`config.mk`:
```
export PLATFORM = sky130hd
export DESIGN_NAME = rx_frame_ctl
export DESIGN_NICKNAME = d
export VERILOG_FILES = /design/src/rtl/rx_frame_pkg.sv /design/src/rtl/rx_frame_match.sv /design/src/rtl/rx_frame_ctl.sv
export SDC_FILE = /design/constraint.sdc
export NUM_CORES = 1
export LEC_CHECK = 0
export ABC_AREA = 1
export BUFFER_PORTS_ARGS = -buffer_cell sky130_fd_sc_hd__buf_2
export CORE_ASPECT_RATIO = 2
export CORE_UTILIZATION = 45
export DETAILED_ROUTE_END_ITERATION = 8
export PLACE_DENSITY_LB_ADDON = 0.05
export SYNTH_ARGS = -nofsm -noshare
export SYNTH_HDL_FRONTEND = slang
export SYNTH_SLANG_ARGS = --single-unit
export TNS_END_PERCENT = 30
```
`constraint.sdc`:
```
create_clock -name clk -period 1.9 [get_ports clk]
set_input_delay 0.095 -clock clk [delete_from_list [all_inputs] [get_ports clk]]
set_output_delay 0.095 -clock clk [all_outputs]
set_load 0.01 [all_outputs]
```
`src/rtl/rx_frame_pkg.sv`:
```
// Shared constants, error codes and state encoding for the receive-frame controller.
package rx_frame_pkg;

    // Frame layout: src, dst, len header bytes, then payload, then two CRC bytes.
    localparam int         HDR_LEN    = 3;
    localparam int         CRC_LEN    = 2;
    localparam logic [7:0] BCAST_ADDR = 8'hFF;

    // Error classification reported on err_code.
    localparam logic [1:0] ERR_NONE       = 2'd0;
    localparam logic [1:0] ERR_INCOMPLETE = 2'd1;
    localparam logic [1:0] ERR_CRC        = 2'd2;
    localparam logic [1:0] ERR_OVERSIZE   = 2'd3;

    typedef enum logic [1:0] {
        ST_INIT = 2'd0,
        ST_RECV = 2'd1,
        ST_WAIT = 2'd2
    } state_t;

    // Byte count as reported in wr_flags, clipped to 0xFF.
    function automatic logic [7:0] sat_byte(input logic [31:0] n);
        return (n > 32'd255) ? 8'hFF : n[7:0];
    endfunction

endpackage

```
`src/rtl/rx_frame_match.sv`:
```
// Address comparator: enabled-slot hits with lowest-index priority, plus broadcast.
module rx_frame_match #(
    parameter int NUM_FILTERS = 2,
    parameter int IDX_W       = 2
) (
    input  logic [8*NUM_FILTERS-1:0] filters,
    input  logic [NUM_FILTERS-1:0]   filter_en,
    input  logic [7:0]               addr,
    output logic                     hit_src,
    output logic                     hit_dst,
    output logic [IDX_W-1:0]         idx
);
    import rx_frame_pkg::*;

    logic [NUM_FILTERS-1:0] hit_vec;

    generate
        for (genvar gi = 0; gi < NUM_FILTERS; gi++) begin : g_cmp
            assign hit_vec[gi] = filter_en[gi] && (filters[8*gi +: 8] == addr);
        end
    endgenerate

    // Priority encode: scanning downward leaves the lowest matching slot; no hit keeps all-ones.
    always_comb begin
        hit_src = |hit_vec;
        hit_dst = (|hit_vec) || (addr == BCAST_ADDR);
        idx     = '1;
        for (int k = NUM_FILTERS - 1; k >= 0; k--) begin
            if (hit_vec[k]) begin
                idx = IDX_W'(k);
            end
        end
    end

endmodule

```
`src/rtl/rx_frame_ctl.sv`:
```
// Receive-frame controller: parses src/dst/len/data/crc, writes bytes to the RX RAM,
// swaps RAM pages per frame, classifies errors and keeps good/error counters.
module rx_frame_ctl #(
    parameter int ADDR_W      = 8,
    parameter int NUM_FILTERS = 2,
    parameter int MAX_DATA    = 253,
    parameter int CNT_W       = 8
) (
    input  logic                          clk,
    input  logic                          reset_n,
    input  logic [8*NUM_FILTERS-1:0]      filters,
    input  logic [NUM_FILTERS-1:0]        filter_en,
    input  logic                          promisc,
    input  logic                          user_crc,
    input  logic                          not_drop,
    input  logic                          abort,
    input  logic                          cnt_clr,
    output logic                          error,
    output logic [1:0]                    err_code,
    output logic [$clog2(NUM_FILTERS):0]  match_idx,
    input  logic                          ser_bus_idle,
    input  logic [7:0]                    ser_data,
    input  logic [15:0]                   ser_crc_data,
    input  logic                          ser_data_clk,
    output logic                          ser_force_wait_idle,
    output logic [7:0]                    wr_byte,
    output logic [ADDR_W-1:0]             wr_addr,
    output logic                          wr_clk,
    output logic [7:0]                    wr_flags,
    output logic                          switch,
    output logic [CNT_W-1:0]              cnt_ok,
    output logic [CNT_W-1:0]              cnt_err
);
    import rx_frame_pkg::*;

    localparam int              IDX_W    = $clog2(NUM_FILTERS) + 1;
    localparam logic [7:0]      MAX_LEN  = 8'(MAX_DATA);
    // Index of the last byte relative to data_len (header + crc - 1).
    localparam logic [ADDR_W:0] TAIL_OFS = (ADDR_W+1)'(HDR_LEN + CRC_LEN - 1);

    state_t            state;
    logic [ADDR_W:0]   byte_cnt;
    logic [7:0]        data_len;
    logic              drop;

    logic              m_hit_src;
    logic              m_hit_dst;
    logic [IDX_W-1:0]  m_idx;

    logic rx_strobe, rx_idle, last_byte, crc_pass;
    logic ovs_evt, good_evt, crc_evt, inc_evt, ok_evt, err_evt;

    rx_frame_match #(
        .NUM_FILTERS (NUM_FILTERS),
        .IDX_W       (IDX_W)
    ) u_match (
        .filters   (filters),
        .filter_en (filter_en),
        .addr      (ser_data),
        .hit_src   (m_hit_src),
        .hit_dst   (m_hit_dst),
        .idx       (m_idx)
    );

    // Frame-level event decode for the current cycle.
    always_comb begin
        rx_strobe = (state == ST_RECV) && ser_data_clk && !ser_bus_idle;
        rx_idle   = (state == ST_RECV) && ser_bus_idle && (byte_cnt != '0);
        last_byte = rx_strobe && (byte_cnt == ((ADDR_W+1)'(data_len) + TAIL_OFS));
        crc_pass  = (ser_crc_data == 16'h0000) || user_crc;
        ovs_evt   = rx_strobe && (byte_cnt == (ADDR_W+1)'(2)) && (ser_data > MAX_LEN) && !drop;
        good_evt  = last_byte && !drop && crc_pass;
        crc_evt   = last_byte && !drop && !crc_pass;
        inc_evt   = rx_idle && (((byte_cnt >= (ADDR_W+1)'(2)) && !drop) || promisc);
        ok_evt    = good_evt && !abort;
        err_evt   = (ovs_evt || crc_evt || inc_evt) && !abort;
    end

    // Main FSM with registered strobes; abort overrides everything in its cycle.
    always_ff @(posedge clk or negedge reset_n) begin
        if (!reset_n) begin
            state               <= ST_INIT;
            byte_cnt            <= '0;
            data_len            <= '0;
            drop                <= 1'b0;
            error               <= 1'b0;
            err_code            <= ERR_NONE;
            match_idx           <= '0;
            ser_force_wait_idle <= 1'b0;
            wr_byte             <= '0;
            wr_addr             <= '0;
            wr_clk              <= 1'b0;
            wr_flags            <= '0;
            switch              <= 1'b0;
        end else begin
            error               <= 1'b0;
            switch              <= 1'b0;
            wr_clk              <= 1'b0;
            ser_force_wait_idle <= 1'b0;
            if (abort) begin
                state <= ST_INIT;
            end else begin
                case (state)
                    ST_INIT: begin
                        ser_force_wait_idle <= !ser_bus_idle;
                        byte_cnt            <= '0;
                        data_len            <= '0;
                        drop                <= 1'b0;
                        match_idx           <= '0;
                        state               <= ST_RECV;
                    end
                    ST_RECV: begin
                        if (rx_idle) begin
                            state <= ST_INIT;
                            if (inc_evt) begin
                                error    <= 1'b1;
                                err_code <= ERR_INCOMPLETE;
                                if (not_drop) begin
                                    wr_flags <= sat_byte(32'(byte_cnt));
                                    switch   <= 1'b1;
                                end
                            end
                        end else if (rx_strobe) begin
                            wr_byte <= ser_data;
                            wr_addr <= byte_cnt[ADDR_W-1:0];
                            wr_clk  <= !byte_cnt[ADDR_W] && !drop;
                            if (byte_cnt != '1) begin
                                byte_cnt <= byte_cnt + 1'b1;
                            end
                            // Self-echo: our own address appearing as source.
                            if ((byte_cnt == '0) && m_hit_src && !promisc) begin
                                drop <= 1'b1;
                            end
                            if (byte_cnt == (ADDR_W+1)'(1)) begin
                                if (m_hit_dst || promisc) begin
                                    match_idx <= m_idx;
                                end else begin
                                    drop <= 1'b1;
                                end
                            end
                            if (byte_cnt == (ADDR_W+1)'(2)) begin
                                data_len <= ser_data;
                            end
                            if (ovs_evt) begin
                                error    <= 1'b1;
                                err_code <= ERR_OVERSIZE;
                                if (not_drop) begin
                                    wr_flags <= 8'd3;
                                    switch   <= 1'b1;
                                end
                                state <= ST_WAIT;
                            end else if (last_byte) begin
                                state <= ST_INIT;
                                if (good_evt) begin
                                    wr_flags <= 8'd0;
                                    switch   <= 1'b1;
                                end else if (crc_evt) begin
                                    error    <= 1'b1;
                                    err_code <= ERR_CRC;
                                    if (not_drop) begin
                                        wr_flags <= sat_byte(32'(byte_cnt) + 32'd1);
                                        switch   <= 1'b1;
                                    end
                                end
                            end
                        end
                    end
                    ST_WAIT: begin
                        if (ser_bus_idle) begin
                            state <= ST_INIT;
                        end
                    end
                    default: state <= ST_INIT;
                endcase
            end
        end
    end

    // Saturating statistics counters; clear wins over a same-cycle increment.
    always_ff @(posedge clk or negedge reset_n) begin
        if (!reset_n) begin
            cnt_ok  <= '0;
            cnt_err <= '0;
        end else if (cnt_clr) begin
            cnt_ok  <= '0;
            cnt_err <= '0;
        end else begin
            if (ok_evt && (cnt_ok != '1)) begin
                cnt_ok <= cnt_ok + 1'b1;
            end
            if (err_evt && (cnt_err != '1)) begin
                cnt_err <= cnt_err + 1'b1;
            end
        end
    end

endmodule

```
# [Yosys cells after proc, flatten, opt, wreduce, memory -nomap -nowiden]
# Index checks and enable logic that the tools add are counted.
[word_totals] ff_bits=68 input_bits=51 output_inout_bits=48 elab_cells=181
[op_classes] add_sub_neg=5 n_lt_le_gt_ge=4 eq_ne=25 mux=76 n_bitwise=2 reduce_logical=54
[ops] operator="8-bit two-way mux" n=19
[ops] operator="2-bit two-way mux" n=19
[ops] operator="1-bit two-way mux" n=30
[ops] operator="9-bit two-way mux" n=3
[ops] operator="1-bit logical AND" n=22
[ops] operator="9-bit case mux with 2 select lines" n=1
[ops] operator="8-bit by 1-bit adder with 8-bit output, second input constant" n=2
[ops] operator="8-bit == test" n=2
[ops] operator="16-bit zero test" n=1
[ops] operator="8-bit != test, second input constant" n=2
[ops] operator="8-bit case mux with 2 select lines" n=1
[ops] operator="9-bit by 1-bit adder with 10-bit output, second input constant" n=1
[ops] operator="10-bit by 8-bit greater-than comparator with 1-bit output, second input constant" n=1
[ops] operator="2-bit by 1-bit != test with 1-bit output, second input constant" n=5
[ops] operator="5-bit != test, second input constant" n=2
[ops] operator="5-bit AND reduction" n=2
[ops] operator="8-bit by 3-bit adder with 9-bit output, second input constant" n=1
[ops] operator="9-bit by 1-bit adder with 9-bit output, second input constant" n=1
[ops] operator="9-bit by 1-bit == test with 1-bit output, second input constant" n=1
[ops] operator="9-bit by 2-bit == test with 1-bit output, second input constant" n=1
[ops] operator="9-bit == test" n=1
[ops] operator="9-bit by 2-bit >= comparator with 1-bit output, second input constant" n=1
[ops] operator="9-bit by 8-bit greater-than comparator with 1-bit output, second input constant" n=1
[ops] operator="9-bit zero test" n=1
[ops] operator="25 further kinds" n=45

# [Logic depth before layout (Yosys ltp)]
# Gate-level depths: netlist of run 1.
[logic_depth] word_depth=14 depth_mapped=15 mapped_depth_nobuf=15

# [Hierarchy]
# Synthesis of run 1 repeated with hierarchy kept, for this count alone.
[unflattened] hier_cells=589 area_unflattened_um2=4325.4
[by_module_without_submodules] mod="rx_frame_ctl" instances=1 cells_each=499 area_each_um2=3923.8 seq_area_each_um2=1701.6
[by_module_without_submodules] mod="rx_frame_match" instances=1 cells_each=90 area_each_um2=401.6 seq_area_each_um2=0.0

# [Least setup slack after synthesis of run 1]
# OpenSTA, ideal clock, no wires.
[synth_path] path_type="register -> register" startpoint="register byte_cnt[0]" endpoint="register wr_flags[0]" setup_time_ns=0.065 t_arrival_ns=1.851 t_required_ns=1.835 slack_ns=-0.016 path_stages_with_launch=14 path_buffers=0 period_less_slack_ns=1.916 path_cell_list="dfrtp_1 -> ha_1 -> nand2_1 -> inv_1 -> nand4_1 -> nor3_1 -> ha_1 -> o21ai_0 -> inv_1 -> nand2_1 -> nand2_1 -> a21oi_1 -> nand2_1 -> nand2_1"
[synth_between] elab_chain_cells=10 elab_cells_between_ends=37 classes_between="add/sub: 1; order compare: 3; eq/ne: 6; mux: 11; reduce/logical: 16"
[synth_rtl] element="from (decl)" line_no="rx_frame_ctl.sv:42" text="logic [ADDR_W:0] byte_cnt;"
[synth_rtl] element="from (signal assigned)" line_no="rx_frame_ctl.sv:128" text="byte_cnt <= byte_cnt + 1'b1;"
[synth_rtl] element="9-bit by 1-bit adder with 10-bit output" line_no="rx_frame_ctl.sv:161" text="wr_flags <= sat_byte(32'(byte_cnt) + 32'd1);"
[synth_rtl] element="10-bit by 8-bit greater-than comparator with 1-bit output" line_no="rx_frame_pkg.sv:23" text="return (n > 32'd255) ? 8'hFF : n[7:0];"
[synth_rtl] element="8-bit two-way mux" line_no="rx_frame_pkg.sv:23"
[synth_rtl] element="8-bit two-way mux" line_no="rx_frame_ctl.sv:160" text="if (not_drop) begin"
[synth_rtl] element="8-bit two-way mux" line_no="rx_frame_ctl.sv:157" text="end else if (crc_evt) begin"
[synth_rtl] element="8-bit two-way mux" line_no="rx_frame_ctl.sv:154" text="if (good_evt) begin"
[synth_rtl] element="8-bit two-way mux" line_no="rx_frame_ctl.sv:152" text="end else if (last_byte) begin"
[synth_rtl] element="8-bit two-way mux" line_no="rx_frame_ctl.sv:144" text="if (ovs_evt) begin"
[synth_rtl] element="8-bit two-way mux" line_no="rx_frame_ctl.sv:123" text="end else if (rx_strobe) begin"
[synth_rtl] element="8-bit two-way mux" line_no="rx_frame_ctl.sv:113" text="if (rx_idle) begin"
[synth_rtl] element="to (signal assigned)" line_no="rx_frame_ctl.sv:119" text="wr_flags <= sat_byte(32'(byte_cnt));"
[synth_rtl] element="to (signal assigned)" line_no="rx_frame_ctl.sv:161"
[synth_rtl] element="to (decl)" line_no="rx_frame_ctl.sv:29" text="output logic [7:0] wr_flags,"
# Parallel ways exist; a longest one is shown, timed or not. The select of a mux whose other input is x is not followed.
# A chain may end at the register's enable or synchronous reset.

# [Worst setup path in the final report of run 1]
[layout_path] startpoint="register data_len[3]" endpoint="register cnt_err[2]"
[layout_between] elab_chain_cells=10
[layout_rtl] element="from (decl)" line_no="rx_frame_ctl.sv:43" text="logic [7:0] data_len;"
[layout_rtl] element="from (signal assigned)" line_no="rx_frame_ctl.sv:142" text="data_len <= ser_data;"
[layout_rtl] element="8-bit by 3-bit adder with 9-bit output" line_no="rx_frame_ctl.sv:69" text="last_byte = rx_strobe && (byte_cnt == ((ADDR_W+1)'(data_len) + TAIL_OFS));"
[layout_rtl] element="9-bit == test" line_no="rx_frame_ctl.sv:69"
[layout_rtl] element="1-bit logical AND" line_no="rx_frame_ctl.sv:69"
[layout_rtl] element="1-bit logical AND (2 in a row)" line_no="rx_frame_ctl.sv:73" text="crc_evt = last_byte && !drop && !crc_pass;"
[layout_rtl] element="1-bit logical OR (2 in a row)" line_no="rx_frame_ctl.sv:76" text="err_evt = (ovs_evt || crc_evt || inc_evt) && !abort;"
[layout_rtl] element="1-bit logical AND" line_no="rx_frame_ctl.sv:76"
[layout_rtl] element="1-bit logical AND" line_no="rx_frame_ctl.sv:191" text="if (err_evt && (cnt_err != '1)) begin"
[layout_rtl] element="2-bit nonzero test (no line)"
[layout_rtl] element="to (signal assigned)" line_no="rx_frame_ctl.sv:192" text="cnt_err <= cnt_err + 1'b1;"
[layout_rtl] element="to (decl)" line_no="rx_frame_ctl.sv:32" text="output logic [CNT_W-1:0] cnt_err"
# No other way between the ends.

==> results_dict.tcl, run 1 <==
set metrics [dict create \
    ys.flop_type "dfrtp_1" \
    synth_fp_nets 613 \
    multi_input_area_um2 2470 \
    period_minus_slack_ns 2.03 \
    yosys.area.top_type "dfrtp_1" \
    ys_types 40 \
    max_slew_margin_pct 63.5 \
    initial_core_util_pct 46.6 \
    status "complete, but fails checks" \
    async_reset_ff_share_pct 100 \
    rr_worst_depth 12 \
    vdd_drop_max_mv 0.675 \
    drc 0 \
    diodes 0 \
    core.rowCount 49 \
    layout_setup_ws_ns -0.133 \
    dieArea_um2 9750 \
    arrival_ns 2.26 \
    synth_edf_count 0 \
    wl_per_cell_um 14.6 \
    grt_pass1_wl_um 19500 \
    timing.final.crit_share_pct 107 \
    path_clk_slew_ns 0.06 \
    grtUsageTotal_pct 25.4 \
    power_density_nw_per_um2 752 \
    synth_area_leaders "dfrtp_1 (41%), nand2_1 (14%), nand3_1 (6.3%)" \
    hpwl_um 9190 \
    final_area_um2 5970 \
    areaGrowthSynthToFinish_pct 42.1 \
    endpoint_kind "register" \
    grt_max_degree 69 \
    start_kind "register" \
    nets 780 \
    htree_levels 3 \
    antenna_left 0 \
    syn_avg_cell_area_um2 7.60 \
    io_pins 99 \
    num_vias 4274 \
    root_buffer "clkbuf_16" \
    yosysWarnings 0 \
    worst_pin_slew_ns 0.547 \
    drive_above_1_share_pct 37.2 \
    r2r_slack_ns -0.13 \
    fill_cells 787 \
    core_area_um2 9010 \
    finalPower_uw 4490 \
    drtIter0Drc 161 \
    finalWirelength_um 12100 \
    p_leak_uw 0.00324 \
    hold_slack_ns 0.0377 \
    place_area_um2 5200 \
    cp_cell_sequence "buf_4 -> nand3_1 -> nor2_2 -> nand2_1 -> nand2_2 -> nand3_4 -> nor2_4 -> nand2_2 -> o21ai_4 -> nand2_4 -> nand3_2 -> nand2_1" \
    path_class "register to register" \
    yosysSeqAreaShare_pct 40.5 \
    cts_tree "yes" \
    seq_area_um2 1710 \
    finalMaxSlewViolations 0 \
    io_buffers 98 \
    cpMaxStageDelayCell "dfrtp_1" \
    cts_buffers 9 \
    post-route-util_pct 66.2 \
    hold_class "primary input to register" \
    clock-sinks 68 \
    max_freq_mhz 492 \
    setup_viol 32 \
    via_per_inst 5.17 \
    grt_pass1_vias 4257 \
    syn_area_um2 4200 \
    overflow 0 \
    antenna_found_initial 0 \
    place.gp.congestion 0.893 \
    whs_path_depth 3 \
    cp_max_fo 8 \
    rsz0062_at_grt "true" \
    violations "setup timing" \
    hold_viol_final 0 \
    synth.top_cell.area_share_pct 40.5 \
    die_w_um 70.3 \
    slowest_delay_ns 0.39 \
    clk_latency_ns 0.34 \
    drv_cap 0 \
    first_pass_iters 4 \
    dieHeight_um 139 \
    finalClockSkew_ns 0.00689 \
    cp.required_ns 2.12 \
    ys_ff_latch 68 \
    syn_inst 553 \
    clockBufferDepth 2 \
]
## layer usage
| layer | part of all wire, % | track usage [%] | up-vias | wire [um] |
|---|---|---|---|---|
| li1 | - | - | 2155 | - |
| met1 | 35 | 25.2 | 1968 | 4200 |
| met2 | 57 | 48.7 | 117 | 6930 |
| met3 | 3.3 | 3.63 | 34 | 399 |
| met4 | 4.4 | 13.2 | 0 | 527 |
| met5 | 0 | 0 | - | 0 |
## Yosys cell counts (3+ instances only)
cell	count
nand4_1	21
nand3_2	3
a21oi_1	7
nor2_1	38
nor2_2	4
xor2_1	20
nor3_1	10
nand2_2	6
nor2_4	6
nand2_1	155
o21ai_0	37
o22ai_1	9
dfrtp_1	68
xnor2_1	4
buf_6	3
clkbuf_1	3
o21ai_1	3
ha_1	9
nand2_4	4
nand3_1	53
inv_1	64
## critical path, delay by kind of cell (launching register included)
kind                   cells  cell delay [ns]
AND/OR/NAND/NOR           10             1.14
buffers and inverters      1             0.13
AO/OA/AOI/OAI              1             0.27
flip-flops                 1             0.39
## path summary, 6_finish.rpt
path	startpoint	end
max	data_len[3]	cnt_err[2]
min	ser_data[1]	data_len[1]
max reg2reg	data_len[3]	cnt_err[2]
min reg2reg	drop	wr_clk
max in group asynchronous	reset_n	byte_cnt[5]
min in group asynchronous	reset_n	cnt_ok[4]
## cells in the final DEF (no fill, tap or decap), types with 5 or more instances in the layout
master     netlist  routed
o21ai_0         37      35
nor2_4           6      11
nor2_1          38      32
buf_2            2      98
nor2_2           4       5
nand3_4          0       5
inv_1           64      56
nor3_1          10       9
buf_4            0      59
nand4_1         21      21
nand2_2          6      20
ha_1             9       5
nand3_1         53      40
nand2_1        155     139
nand3_2          3      11
inv_2            2      10
clkbuf_16        0       9
nand2_4          4       6
dfrtp_1         68      64
o22ai_1          9       9
xor2_1          20      20
## state kept, by name, indices dropped and copies added, names as in the netlist
name                 flops
err_code                 2
wr_clk                   1
ser_force_wait_idle      1
error                    1
cnt_err                  8
byte_cnt                 9
wr_addr                  8
match_idx                2
switch                   1
drop                     1
cnt_ok                   8
state                    2
data_len                 8
wr_byte                  8
wr_flags                 8
## per-stage QoR
step	setup TNS, ns	std cells	worst slack, ns
3_5_place_dp	-7.51	796	-0.309
3_3_place_gp	-6.06	796	-0.282
5_1_grt	-6.24	827	-0.291
2_1_floorplan	0	553	0.0118
6_report	-1.39	827	-0.133
4_1_cts	-1.74	821	-0.138
## power breakdown
| part | internal, uW | switching, uW |
|---|---|---|
| clock | 1350 | 610 |
| sequential | 1590 | 89.2 |
| combinational | 353 | 495 |
## logic make-up (layout without fill, tap and decap cells)
logic type | count (synthesis) | after routing | share of synthesized area [%]
XOR/XNOR | 24 | 24 | 5.00
AND/OR/NAND/NOR | 306 | 306 | 34.2
AO/OA/AOI/OAI | 66 | 67 | 9.53
adder cells (fa/ha/maj) | 9 | 9 | 2.68
flip-flops | 68 | 68 | 40.5
buffers and inverters | 78 | 249 | 7.57
multiplexers | 2 | 2 | 0.536
## what timing repair did
item	CTS	global route
endpoints found under the setup margin	39	46
gates cloned	1	0
pin swaps	6	33
resized for setup	27	52
endpoints found under the hold margin	69	0
setup buffers	6	6
hold buffers	2	0
## cell type report
cell class	instances	share of cell area, %
Multi-Input combinational cell	408	41.4
Sequential cell	68	28.6
Timing Repair Buffer	165	17.7
Clock buffer	12	4.30
Inverter	68	4.28
Tap cell	102	2.14
Clock inverter	4	1.59
(Power assumes the default switching activity.)
==> inputs of run 2 (changes only) <==
--- a/config.mk
+++ b/config.mk
@@ -7,8 +7,8 @@
 export LEC_CHECK = 0
 export ABC_AREA = 1
 export BUFFER_PORTS_ARGS = -buffer_cell sky130_fd_sc_hd__buf_2
-export CORE_ASPECT_RATIO = 2
-export CORE_UTILIZATION = 45
+export CORE_UTILIZATION = 32
+export CTS_BUF_LIST = sky130_fd_sc_hd__clkbuf_16
 export DETAILED_ROUTE_END_ITERATION = 8
 export PLACE_DENSITY_LB_ADDON = 0.05
 export SYNTH_ARGS = -nofsm -noshare
==> run 2 against run 1 <==
  * The flow still finishes with violations (setup timing)
  * Design area increased by 3.2%
  * Via count increased by 0.80%
  * Routed wire length increased by 4.0%
  * Combinational power increased by 3.5%
  * Critical path depth decreased by 2
  * Clock-buffer cell count decreased by 3
  * Critical path type unchanged
==> results_dict.tcl, run 2 (synthesis results as in run 1) <==
set metrics [dict create \
    status "complete, but fails checks" \
    violations "setup timing" \
    p_leak_uw 0.00331 \
    arrival_ns 2.20 \
    worst_pin_slew_ns 0.626 \
    drc 0 \
    nets 796 \
    clockBufferDepth 2 \
    timing.final.crit_share_pct 103 \
    antenna_left 0 \
    finalMaxSlewViolations 0 \
    dieArea_um2 13600 \
    r2r_end "wr_flags[2]" \
    setup_viol 16 \
    initial_core_util_pct 33.0 \
    reg2reg_from "data_len[3]" \
    root_buffer "clkbuf_16" \
    stdcell_count 913 \
    clock-sinks 68 \
    htree_levels 3 \
    rsz0062_at_grt "true" \
    first_pass_iters 4 \
    place.gp.congestion 0.858 \
    via_per_inst 4.72 \
    hpwl_um 9080 \
    max_slew_margin_pct 58.1 \
    layout_setup_ws_ns -0.0655 \
    drtIter0Drc 238 \
    endpoint_kind "register" \
    power_density_nw_per_um2 703 \
    startpoint "data_len[3]" \
    path_class "register to register" \
    tns_ns -0.590 \
    core_area_um2 12700 \
    io_buffers 98 \
    grtUsageTotal_pct 19.7 \
    drv_cap 0 \
    die_w_um 117 \
    top_register "byte_cnt" \
    dieHeight_um 117 \
    drive_above_1_share_pct 38.6 \
    cts_buffers 9 \
    place_area_um2 5370 \
    post-route-util_pct 48.4 \
    dp_cells 878 \
    io_pins 99 \
    finalWirelength_um 12500 \
    path_clk_slew_ns 0.06 \
    antenna_found_initial 0 \
    max_freq_mhz 509 \
    layout_common_cells "nand2_1 (138), buf_2 (98), buf_4 (73)" \
    grt_pass1_wl_um 20500 \
    cp_max_fo 8 \
    largest_reg_flops 9 \
    wl_per_cell_um 13.7 \
    hold_class "primary input to register" \
    finalClockSkew_ns 0.00572 \
    period_minus_slack_ns 1.97 \
    cts_tree "yes" \
    start_kind "register" \
    overflow 0 \
    grt_max_degree 69 \
    areaGrowthSynthToFinish_pct 46.7 \
    vdd_drop_max_mv 0.382 \
    clk_latency_ns 0.34 \
    cp.required_ns 2.13 \
    diodes 0 \
    endpoint "wr_flags[2]" \
    pre_cts_slack_ns -0.305 \
    rr_worst_depth 10 \
    hold_viol_final 0 \
    grt_pass1_vias 4164 \
    final_common_cell "nand2_1" \
    num_vias 4308 \
    core.rowCount 41 \
    r2r_slack_ns -0.07 \
    final_area_um2 6160 \
]
[run 2: how the worst min path moves through the flow]
stage | startpoint | end | slack [ns] | depth (start not counted)
after detailed placement | reset_n | wr_addr[5] | 0.16 | 2
after CTS | abort | state[1] | 0.03 | 2
final | abort | state[1] | 0.03 | 2
after global routing | abort | state[1] | 0.04 | 2
after global placement | reset_n | wr_addr[5] | 0.15 | 2
after floorplan | reset_n | byte_cnt[0] | -0.20 | 0
[run 2: repair_timing]
item	CTS	global route
pin swaps	10	17
resized for setup	42	38
endpoints found under the setup margin	39	41
buffers inserted	11	6
hold buffers	1	0
endpoints found under the hold margin	68	0
gates cloned	1	0
[run 2: metrics by stage]
step,hold WS (ns),power (uW)
after CTS,0.0275,4340
after global placement,0.152,2470
after global routing,0.0400,4550
after detailed placement,0.156,2480
after floorplan,-0.201,2090
final,0.0308,4330
[run 2: area by class of cell]
cell class,count,area [um^2]
Tap cell,172,215
Clock buffer,9,225
Inverter,68,258
Clock inverter,7,81.3
Multi-Input combinational cell,408,2470
Timing Repair Buffer,181,1200
Sequential cell,68,1710
Fill cell,1302,6560
[run 2: critical path, cell delays in order, from the launching register on]
cell and delay, ns:
dfrtp_1 0.41, ha_4 0.25, xor2_1 0.17, nor2_4 0.15, nand3_4 0.10, nor2_4 0.13, o211ai_1 0.23, nand2_2 0.17
nand2_4 0.11, nand2_1 0.09, nand2_1 0.05
[run 2: where the power goes]
group / leakage, uW / switching (uW) / total [uW] / internal (uW)
combinational: 0.00225 / 500 / 879 / 379
clock: 0.000152 / 645 / 1780 / 1130
sequential: 0.000910 / 89.8 / 1680 / 1590
total: 0.00331 / 1230 / 4330 / 3100
[run 2: routing by layer]
metal,vias to the layer above,global-route usage (%),share of wire (%)
met5,-,0,0
met3,14,3.06,4.4
met4,0,7.59,1.7
met1,2017,26.8,47
li1,2178,-,-
met2,99,31.4,47
